## config.mk

```make
export PLATFORM = sky130hd
export DESIGN_NAME = gt_rx_comma_align
export DESIGN_NICKNAME = d
export VERILOG_FILES = /design/src/rtl/gt_rx_comma_align.sv
export SDC_FILE = /design/constraint.sdc
export NUM_CORES = 1
export LEC_CHECK = 0
export ABC_AREA = 1
export CORE_MARGIN = 2
export CORE_UTILIZATION = 40
export CTS_CLUSTER_DIAMETER = 60
export CTS_CLUSTER_SIZE = 24
export DETAILED_ROUTE_END_ITERATION = 8
export DONT_BUFFER_PORTS = 1
export GPL_ROUTABILITY_DRIVEN = 0
export SKIP_CTS_REPAIR_TIMING = 1
export SYNTH_ARGS = -nofsm -noshare
export SYNTH_HDL_FRONTEND = slang
export SYNTH_SLANG_ARGS = --single-unit
```

## constraint.sdc

```tcl
create_clock -name i_rx_clk -period 2.6 [get_ports i_rx_clk]
set_input_delay 0.52 -clock i_rx_clk [delete_from_list [all_inputs] [get_ports i_rx_clk]]
set_output_delay 0.52 -clock i_rx_clk [all_outputs]
set_load 0.01 [all_outputs]
```

## src/rtl/gt_rx_comma_align.sv

```systemverilog
// gt_rx_comma_align
// Finds the K28.5 comma lane in the GT RX word, locks to it through a
// HUNT/CHECK/LOCKED hysteresis FSM and re-slices the byte stream so that
// the comma lands in byte 0 of o_data.
// Optional statistics counters are compiled in with `define GT_RX_ALIGN_STAT_EN.
module gt_rx_comma_align #(
    parameter logic [7:0]  COMMA_BYTE = 8'hBC,
    parameter int unsigned LOCK_CNT   = 4,
    parameter int unsigned LOSS_CNT   = 3
) (
    input  logic        i_rx_clk,
    input  logic        i_rx_rst,
    input  logic [31:0] i_rx_data,
    input  logic [3:0]  i_rx_char,
    input  logic        i_rx_ByteAlign,
    output logic [31:0] o_data,
    output logic [3:0]  o_char,
    output logic        o_valid,
    output logic        o_lock,
    output logic [1:0]  o_lane
`ifdef GT_RX_ALIGN_STAT_EN
    ,
    output logic [15:0] o_unlock_cnt,
    output logic [15:0] o_lane_err_cnt
`endif
);

    typedef enum logic [1:0] {
        ST_HUNT   = 2'd0,
        ST_CHECK  = 2'd1,
        ST_LOCKED = 2'd2
    } state_t;

    localparam logic [3:0] LP_LOCK = 4'(LOCK_CNT);
    localparam logic [3:0] LP_LOSS = 4'(LOSS_CNT);

    state_t      r_state, w_state_nxt;
    logic [1:0]  r_offset, w_offset_nxt;
    logic [3:0]  r_lock_cnt, w_lock_cnt_nxt;
    logic [3:0]  r_err_cnt, w_err_cnt_nxt;
    logic [31:0] r_prev_data;
    logic [3:0]  r_prev_char;

    logic [3:0]  w_hit;
    logic        w_det;
    logic [1:0]  w_det_lane;
    logic [3:0]  w_lock_inc;
    logic [3:0]  w_err_inc;
    logic [63:0] w_cat_data;
    logic [7:0]  w_cat_char;

    // Per-lane comma hit: byte value and its K flag must both match
    genvar g;
    generate
        for (g = 0; g < 4; g++) begin : g_hit
            assign w_hit[g] = (i_rx_data[8*g +: 8] == COMMA_BYTE) && i_rx_char[g];
        end
    endgenerate

    // Lowest-index hit wins when several lanes carry a comma
    always_comb begin
        w_det      = 1'b0;
        w_det_lane = 2'd0;
        for (int n = 3; n >= 0; n--) begin
            if (w_hit[n]) begin
                w_det      = 1'b1;
                w_det_lane = 2'(n);
            end
        end
    end

    // Saturating increments so the 4-bit counters never wrap
    assign w_lock_inc = (r_lock_cnt == 4'hF) ? r_lock_cnt : r_lock_cnt + 4'd1;
    assign w_err_inc  = (r_err_cnt  == 4'hF) ? r_err_cnt  : r_err_cnt  + 4'd1;

    // Next-state logic; loss of byte alignment overrides every comma rule
    always_comb begin
        w_state_nxt    = r_state;
        w_offset_nxt   = r_offset;
        w_lock_cnt_nxt = r_lock_cnt;
        w_err_cnt_nxt  = r_err_cnt;
        if (!i_rx_ByteAlign) begin
            w_state_nxt    = ST_HUNT;
            w_lock_cnt_nxt = 4'd0;
            w_err_cnt_nxt  = 4'd0;
        end else begin
            case (r_state)
                ST_HUNT: begin
                    if (w_det) begin
                        w_offset_nxt   = w_det_lane;
                        w_lock_cnt_nxt = 4'd1;
                        if (LP_LOCK == 4'd1) begin
                            w_state_nxt   = ST_LOCKED;
                            w_err_cnt_nxt = 4'd0;
                        end else begin
                            w_state_nxt = ST_CHECK;
                        end
                    end
                end
                ST_CHECK: begin
                    if (w_det) begin
                        if (w_det_lane == r_offset) begin
                            w_lock_cnt_nxt = w_lock_inc;
                            if (w_lock_inc >= LP_LOCK) begin
                                w_state_nxt   = ST_LOCKED;
                                w_err_cnt_nxt = 4'd0;
                            end
                        end else begin
                            // Comma moved: restart qualification on the new lane
                            w_offset_nxt   = w_det_lane;
                            w_lock_cnt_nxt = 4'd1;
                        end
                    end
                end
                ST_LOCKED: begin
                    if (w_det) begin
                        if (w_det_lane == r_offset) begin
                            w_err_cnt_nxt = 4'd0;
                        end else if (w_err_inc >= LP_LOSS) begin
                            // Offset is held so the stream stays sliced the same way
                            w_state_nxt    = ST_HUNT;
                            w_lock_cnt_nxt = 4'd0;
                            w_err_cnt_nxt  = 4'd0;
                        end else begin
                            w_err_cnt_nxt = w_err_inc;
                        end
                    end
                end
                default: begin
                    w_state_nxt    = ST_HUNT;
                    w_lock_cnt_nxt = 4'd0;
                    w_err_cnt_nxt  = 4'd0;
                end
            endcase
        end
    end

    // FSM state, offset and counters
    always_ff @(posedge i_rx_clk) begin
        if (i_rx_rst) begin
            r_state    <= ST_HUNT;
            r_offset   <= 2'd0;
            r_lock_cnt <= 4'd0;
            r_err_cnt  <= 4'd0;
        end else begin
            r_state    <= w_state_nxt;
            r_offset   <= w_offset_nxt;
            r_lock_cnt <= w_lock_cnt_nxt;
            r_err_cnt  <= w_err_cnt_nxt;
        end
    end

    // Previous word joined with the current one gives a 64-bit window to slice from
    assign w_cat_data = {i_rx_data, r_prev_data};
    assign w_cat_char = {i_rx_char, r_prev_char};

    // Realignment datapath and registered status outputs
    always_ff @(posedge i_rx_clk) begin
        if (i_rx_rst) begin
            r_prev_data <= 32'd0;
            r_prev_char <= 4'd0;
            o_data      <= 32'd0;
            o_char      <= 4'd0;
            o_valid     <= 1'b0;
            o_lock      <= 1'b0;
            o_lane      <= 2'd0;
        end else begin
            r_prev_data <= i_rx_data;
            r_prev_char <= i_rx_char;
            o_data      <= w_cat_data[{r_offset, 3'b000} +: 32];
            o_char      <= w_cat_char[r_offset +: 4];
            o_valid     <= (w_state_nxt == ST_LOCKED);
            o_lock      <= (w_state_nxt == ST_LOCKED);
            o_lane      <= r_offset;
        end
    end

`ifdef GT_RX_ALIGN_STAT_EN
    logic w_unlock_evt;
    logic w_lane_err_evt;

    assign w_unlock_evt   = (r_state == ST_LOCKED) && (w_state_nxt == ST_HUNT);
    assign w_lane_err_evt = (r_state == ST_LOCKED) && i_rx_ByteAlign && w_det &&
                            (w_det_lane != r_offset);

    // Saturating event counters, cleared only by reset
    always_ff @(posedge i_rx_clk) begin
        if (i_rx_rst) begin
            o_unlock_cnt   <= 16'd0;
            o_lane_err_cnt <= 16'd0;
        end else begin
            if (w_unlock_evt && (o_unlock_cnt != 16'hFFFF))
                o_unlock_cnt <= o_unlock_cnt + 16'd1;
            if (w_lane_err_evt && (o_lane_err_cnt != 16'hFFFF))
                o_lane_err_cnt <= o_lane_err_cnt + 16'd1;
        end
    end
`endif

endmodule

```

== Word level (Yosys, flattened, before mapping) ==
Index checks and enable logic that the tools add are counted.
Widths: inputs -> output; s select.
Word-level totals
  output and inout port bits: 40
  register bits: 87
  bits of input ports: 39
  logic and storage cells: 83
Operators by class
  reductions and logical operators: 10
  equality and inequality tests: 18
  shift-type cells: 2
  muxes and demuxes: 37
  $add $sub $neg: 2
  bitwise operators: 2
  magnitude comparators: 2
Operator list (number)
  $shiftx 64x6->32: 1
  $mux 4: 14
  $eq 8x8->1 const B: 4
  $mux 2: 15
  $pmux 4 s3: 2
  $ne 2x2->1 const B: 8
  $reduce_and 5->1: 3
  $add 4x1->4 const B: 2
  $eq 4x4->1 const B: 2
  $shiftx 8x3->4: 1
  $pmux 2 s3: 1
  $eq 2x2->1 const B: 2
  $ge 4x2->1 const B: 1
  $ge 4x3->1 const B: 1
  $logic_and 1x1->1: 4
  $mux 1: 4
  $pmux 2 s2: 1
  $eq 2x1->1 const B: 1
  $eq 2x2->1: 1
  $logic_not 2->1: 1
  $not 1->1: 2
  $reduce_bool 2->1: 1
  $reduce_or 2->1: 1

== Longest topological paths before layout ==
Gate-level depths: netlist of the first run.
  depth after elaboration: 12
  depth in mapped cells: 15
  gate-level depth less buffers: 15

== Worst setup path after synthesis of the first run ==
No wires, ideal clock.
  kind: input to register
  from: in i_rx_data[29]
  to: reg r_err_cnt[0]
  buffers on the path: 0
  setup slack: 988 ps
  stages on the path: 13
  data arrival time: 1500 ps
  data required time: 2487 ps
  cell sequence: nand2_1 nor2_1 nand2_1 nor2_1 nand2_1 nand2_2 nand3_1 nand2_4 nand3_2 nand2_2 nand2_1 nand2_1 nor2_1
On the way
  word-level cells in the longest chain between the ends: 10
  elaborated cells between the ends (all ways): 18
  classes of those cells: 5 x eq/ne; 11 x mux; 2 x reduce/logical
Ends and longest elaborated chain
  from (decl): RTL line 13  | input logic [31:0] i_rx_data,
  $eq 8x8->1 (*): RTL line 56  | assign w_hit[g] = (i_rx_data[8*g +: 8] == COMMA_BYTE) && i_rx_char[g];
  $logic_and 1x1->1 (*): RTL line 56
  $mux 2 (4 in a row): RTL line 65  | if (w_hit[n]) begin
  $eq 2x2->1: RTL line 102, 117
  $mux 4: RTL line 117  | if (w_det_lane == r_offset) begin
  $mux 4: RTL line 116  | if (w_det) begin
  $pmux 4 s3: RTL line 87  | case (r_state)
  to (signal assigned): RTL line 149  | r_err_cnt <= w_err_cnt_nxt;
  to (decl): RTL line 40  | logic [3:0] r_err_cnt, w_err_cnt_nxt;
Every way passes the cells marked *; elsewhere a longest branch is shown, timed or not. The select of a mux whose other input is x is not followed.
A chain may end at the register's enable or synchronous reset.

== Worst setup path in the final report of the first run ==
  from: reg r_err_cnt[0]
  to: reg r_lock_cnt[0]
On the way
  word-level cells in the longest chain between the ends: 5
  elaborated cells between the ends (all ways): 6
  classes of those cells: 1 x add/sub; 1 x order compare; 2 x eq/ne; 1 x mux; 1 x reduce/logical
Ends and longest elaborated chain
  $add 4x1->4 / $eq 4x4->1 (equally long branches): RTL line 74  | assign w_err_inc = (r_err_cnt == 4'hF) ? r_err_cnt : r_err_cnt + 4'd1;
  $mux 4 (*): RTL line 74
  $ge 4x2->1 (*): RTL line 119  | end else if (w_err_inc >= LP_LOSS) begin
  $ne 2x2->1 (no line) (*)
  $reduce_and 5->1 (no line) (*)
  to (signal assigned): RTL line 148  | r_lock_cnt <= w_lock_cnt_nxt;
  to (decl): RTL line 39  | logic [3:0] r_lock_cnt, w_lock_cnt_nxt;
Every way passes the cells marked *; elsewhere a longest branch is shown, timed or not.

==> qor.csv, run 1 <==
metric,value,unit
p_sw,0.571,mW
arrival,2.03,ns
hold_violations,0,
clock_power_share,38.5,%
grt_antenna_before_repair,0,
cts.sinks,87,
min_path_type,primary input to register,
synth_top_flop_cell,dfxtp_1,
grt_pass1_vias,2915,
port_buffers,0,
fin_crit,1.78,ns
viasPerCell,5.16,
combPwrFrac,4.6,%
rsz0062_at_grt,false,
totalWireLength,8.87,mm
routed-via-count,3047,
synth.most_common_cell,nor2_1,
dieArea,0.00979,mm^2
p_leak,1.65,nW
grt_max_degree,67,
grt_pass1_wl,14.5,mm
max_cap_viol_count,0,
drcViolationCount,0,
p_seq_share,56.9,%
root_buffer,clkbuf_8,
std_cell_rows,34,
cts.path.max_buffers,2,
yosysTopAreaCell,dfxtp_1,
use_met1,24.3,%
status,"complete, no violations",
grtUsageMet3,6.95,%
placed_area,0.00369,mm^2
syn_nets,526,
syn_inst,485,
synth-async-reset-ratio,0,%
drt_pass1_iterations,5,
syn_area_per_cell,7.43,um^2
ff2ff_setup_slack,0.82,ns
worst_skew_pair.late_latency,0.36,ns
cts_tree,done,
grt_use_met2,28.8,%
fin_setup_tns,0,ns
antenna_left,0,
setup_viol,0,
crit_type,register to register,
powerDensity,642,mW/mm^2
dpl.hpwl,6.30,mm
die_h,98.9,um
swShare,22.9,%
crit_required,2.85,ns
layout-drive-gt1-share,8.09,%
fmax,562,MHz
crit_path_max_incr_delay,0.40,ns
yosysTopAreaCellShare,48.3,%
drt_iter0_markers,148,
place_ws,0.741,ns
startpoint_type,register,
area_growth,7.74,%
core,0.00872,mm^2
drv_slew,0,
peakVddDrop,0.265,mV
period_share,68.5,%
die_w,98.9,um
start_util,41.3,%
clkTransAtPathRegs,0.08,ns
fin_skew,0.00714,ns
fill_cells,880,
h-tree-depth,3,
antenna_cells,0,
synth_edf_count,0,
ys_seq_elements,87,
worstPathCellList,ha_1 > nand3_1 > o21ai_0 > nand2_1 > nand3_1 > inv_1 > nand2_1 > nand3_2 > a21oi_1 > nor2_1,
setup_ws,0.820,ns
cts_buffers,9,
synth.distinct_cells,26,
p_int,1.92,mW
slowest_stage,dfxtp_1,
mappedNetlistArea,0.00361,mm^2
final_cell_area,0.00388,mm^2
nets,519,
wl_per_cell,15.0,um
timing.hold.ws,0.238,ns
busiest_layer,met2,
synthTopCellsByArea,"dfxtp_1 (48%), nor2_1 (9.6%), o21ai_0 (7.5%), nand2_1 (7.4%), inv_1 (6.6%)",
worstPathMaxFanout,6,
synth_commonest_cells,"nor2_1 (92), dfxtp_1 (87), nand2_1 (71)",
end_kind,register,
relSlewSlack,43.5,%
ys_seq_area_share,48.3,%
grt_overflow,0,
grt_usage,18.8,%
io_pins,79,
yosys_warnings,0,
worst_pin_slew,0.846,ns
flip-flops by register name, summed over array words and instances (netlist names):
name / flops
o_lock: 1
r_state: 2
o_lane: 2
r_prev_data: 32
r_err_cnt: 4
r_offset: 2
o_char: 4
r_prev_char: 4
o_data: 32
r_lock_cnt: 4
power groups by stage:
stage,combinational [mW],clock [mW],sequential (mW)
final,0.115,0.959,1.42
after global routing,0.135,1.04,1.42
after CTS,0.115,0.984,1.42
after detailed placement,0.115,0,1.45
after global placement,0.113,0,1.45
after floorplan,0.0995,0,1.44
worst paths after layout:
| path | to | cells past startpoint | start |
|---|---|---|---|
| max reg2reg | r_lock_cnt[0] | 10 | r_err_cnt[0] |
| min reg2reg | r_err_cnt[2] | 2 | r_err_cnt[2] |
| min | r_err_cnt[3] | 1 | i_rx_rst |
| max | r_lock_cnt[0] | 10 | r_err_cnt[0] |
through the flow:
step                util [%]  cells  power [mW]
detailed placement      42.3    575        1.57
global placement        42.3    575        1.56
finish                  44.5    590        2.49
global route            44.5    590        2.60
CTS                     44.5    590        2.52
floorplan                  -    485        1.54
worst max-delay path: cells and delay by family, from the launching register on:
kind,cells,cell delay [ns]
flip-flops,1,0.40
AO/OA/AOI/OAI,2,0.39
AND/OR/NAND/NOR,6,0.58
buffers and inverters,1,0.08
adder cells (fa/ha/maj),1,0.22
cell type report:
cell class / count / area [um^2] / area share (%)
Sequential cell: 87 / 1740 / 44.9
Clock inverter: 3 / 42.5 / 1.10
Clock buffer: 12 / 155 / 3.99
Timing Repair Buffer: 5 / 37.5 / 0.966
Inverter: 64 / 240 / 6.18
Multi-Input combinational cell: 311 / 1530 / 39.4
Tap cell: 108 / 135 / 3.48
routing by layer:
layer	routed length, um	share of wire, %
met3	799	9.0
met1	4010	45
met4	139	1.6
met5	0	0
met2	3920	44
cell families (layout without fill, tap and decap cells):
family | count (synthesis) | count (layout) | share of synthesized area [%]
xor+xnor | 1 | 1 | 0.243
fa+ha+maj | 2 | 2 | 0.694
buf+inv | 87 | 84 | 9.23
compound gates | 98 | 98 | 15.1
flops | 87 | 87 | 48.3
mux | 7 | 7 | 1.94
simple gates | 203 | 203 | 24.5
cell usage in the layout, fill, tap and decap left out, types with 2 or more instances in the layout:
master	netlist	layout
a21oi_1	8	8
buf_4	1	5
clkbuf_8	0	11
dfxtp_1	87	86
ha_1	2	2
inv_1	63	63
mux2i_1	7	7
nand2_1	71	71
nand2_2	6	6
nand2_4	3	3
nand3_1	17	17
nand3_2	5	5
nand4_1	4	4
nor2_1	92	92
nor3_1	2	2
o21ai_0	54	54
o22ai_1	31	31
o32ai_1	3	3
Power figures use the tool's default switching activity.
==> run 2, diff against run 1 <==
==> constraint.sdc (replaced) <==
create_clock -name i_rx_clk -period 1.4 [get_ports i_rx_clk]
set_input_delay 0.28 -clock i_rx_clk [delete_from_list [all_inputs] [get_ports i_rx_clk]]
set_output_delay 0.28 -clock i_rx_clk [all_outputs]
set_load 0.01 [all_outputs]
==> qor.csv, run 2 (synthesis gave the netlist of run 1 again) <==
metric,value,unit
cts.sinks,87,
max_cap_viol_count,0,
drt_iter0_markers,228,
setup_ws,-0.0858,ns
r2r_end,r_lock_cnt[2],
peakVddDrop,0.413,mV
io_pins,79,
startpoint_type,register,
grt_use_met2,26.4,%
crit_path_max_incr_delay,0.34,ns
hold_violations,0,
p_leak,1.97,nW
cts.path.max_buffers,2,
grtUsageMet3,6.67,%
clkTransAtPathRegs,0.08,ns
r2r-start,r_err_cnt[1],
setup_viol,9,
crit_required,1.69,ns
p_total,4.60,mW
antenna_left,0,
cts_buffers,9,
layout-drive-gt1-share,16.4,%
cts_tree,done,
grt_usage,18.4,%
layout_commonest_cell,nor2_1,
port_buffers,0,
std_cell_rows,34,
multi_input_area,0.00165,mm^2
crit_path_start,r_err_cnt[1],
violations,setup timing,
drcViolationCount,0,
nets,573,
use_met1,25.7,%
end_kind,register,
area_growth,24.4,%
powerDensity,1030,mW/mm^2
fill_cells,838,
final_util,51.4,%
worst_pin_slew,0.500,ns
root_buffer,clkbuf_8,
slowest_stage,dfxtp_2,
routed-via-count,3293,
fin_skew,0.00755,ns
die_w,98.9,um
grt_antenna_before_repair,0,
start_util,41.3,%
min_path_type,primary input to register,
die_h,98.9,um
wl_per_cell,14.6,um
worstPathMaxFanout,4,
dpl.hpwl,6.49,mm
viasPerCell,5.11,
worstPathCellList,ha_4 > buf_4 > o21ai_0 > nand3_2 > buf_6 > nand2_4 > nand2_4 > nand3_2 > nand2_1 > nor2_1,
layout.area.seq,0.00175,mm^2
crit_type,register to register,
rsz0062_at_grt,true,
arrival,1.78,ns
antenna_cells,0,
grt_overflow,0,
reg2regPathDepth,10,
status,finished with violations,
mostFrequentLayoutCells,"nor2_1 (91), dfxtp_1 (82), nand2_1 (68), inv_1 (61), o21ai_0 (51)",
crit_end,r_lock_cnt[2],
fin_setup_tns,-0.555,ns
totalWireLength,9.44,mm
grt_pass1_vias,2790,
fmax,673,MHz
drt_pass1_iterations,5,
period_share,106,%
biggestRegsByFlops,"o_data (32), r_prev_data (32)",
ff2ff_setup_slack,-0.09,ns
h-tree-depth,3,
dieArea,0.00979,mm^2
busiest_layer,met2,
relSlewSlack,66.6,%
worst_skew_pair.late_latency,0.35,ns
grt_pass1_wl,14.2,mm
grt_max_degree,44,
core,0.00872,mm^2
drv_slew,0,
fin_crit,1.49,ns
## run 2: worst min-delay path by stage
stage	start	to	slack [ns]	cells after the start
4_1_cts	i_rx_rst	r_prev_data[16]	-0.02	1
3_5_place_dp	i_rx_rst	r_state[0]	0.36	1
3_3_place_gp	i_rx_rst	r_state[0]	0.36	1
6_report	i_rx_data[27]	r_prev_data[27]	0.02	2
5_1_grt	i_rx_rst	r_prev_data[26]	0.001	1
2_1_floorplan	i_rx_char[1]	r_prev_char[1]	0.39	2
## run 2: metal layers
metal | vias up | share of wire (%)
met2 | 103 | 44
met3 | 12 | 8.6
met1 | 1525 | 45
met4 | 0 | 1.5
li1 | 1653 | -
met5 | - | 0
## run 2: worst max-delay path: cells and delay by family, from the launching register on
kind | cells | cell delay, ns
simple gates | 6 | 0.46
flops | 1 | 0.34
buf+inv | 2 | 0.27
compound gates | 1 | 0.18
fa+ha+maj | 1 | 0.17
## run 2: power by group
| group | total [mW] | internal, mW | switching (mW) |
|---|---|---|---|
| combinational | 0.286 | 0.135 | 0.151 |
| clock | 1.68 | 0.829 | 0.854 |
| sequential | 2.63 | 2.57 | 0.0614 |
## run 2: final cells by class
class,count,area share [%]
Clock buffer,13,3.10
Clock inverter,3,0.976
Inverter,64,5.35
Multi-Input combinational cell,311,36.9
Sequential cell,87,39.1
Tap cell,108,3.01
Timing Repair Buffer,59,11.6
## run 2: through the flow
step                hold WS, ns  cells  area, um^2  setup slack, ns
finish                   0.0195    645        4490          -0.0858
global route            0.00124    645        4490           -0.186
CTS                     -0.0248    614        4100           -0.188
detailed placement        0.362    598        3920           -0.217
global placement          0.358    598        3920           -0.208
floorplan                 0.387    485        3650         -0.00731
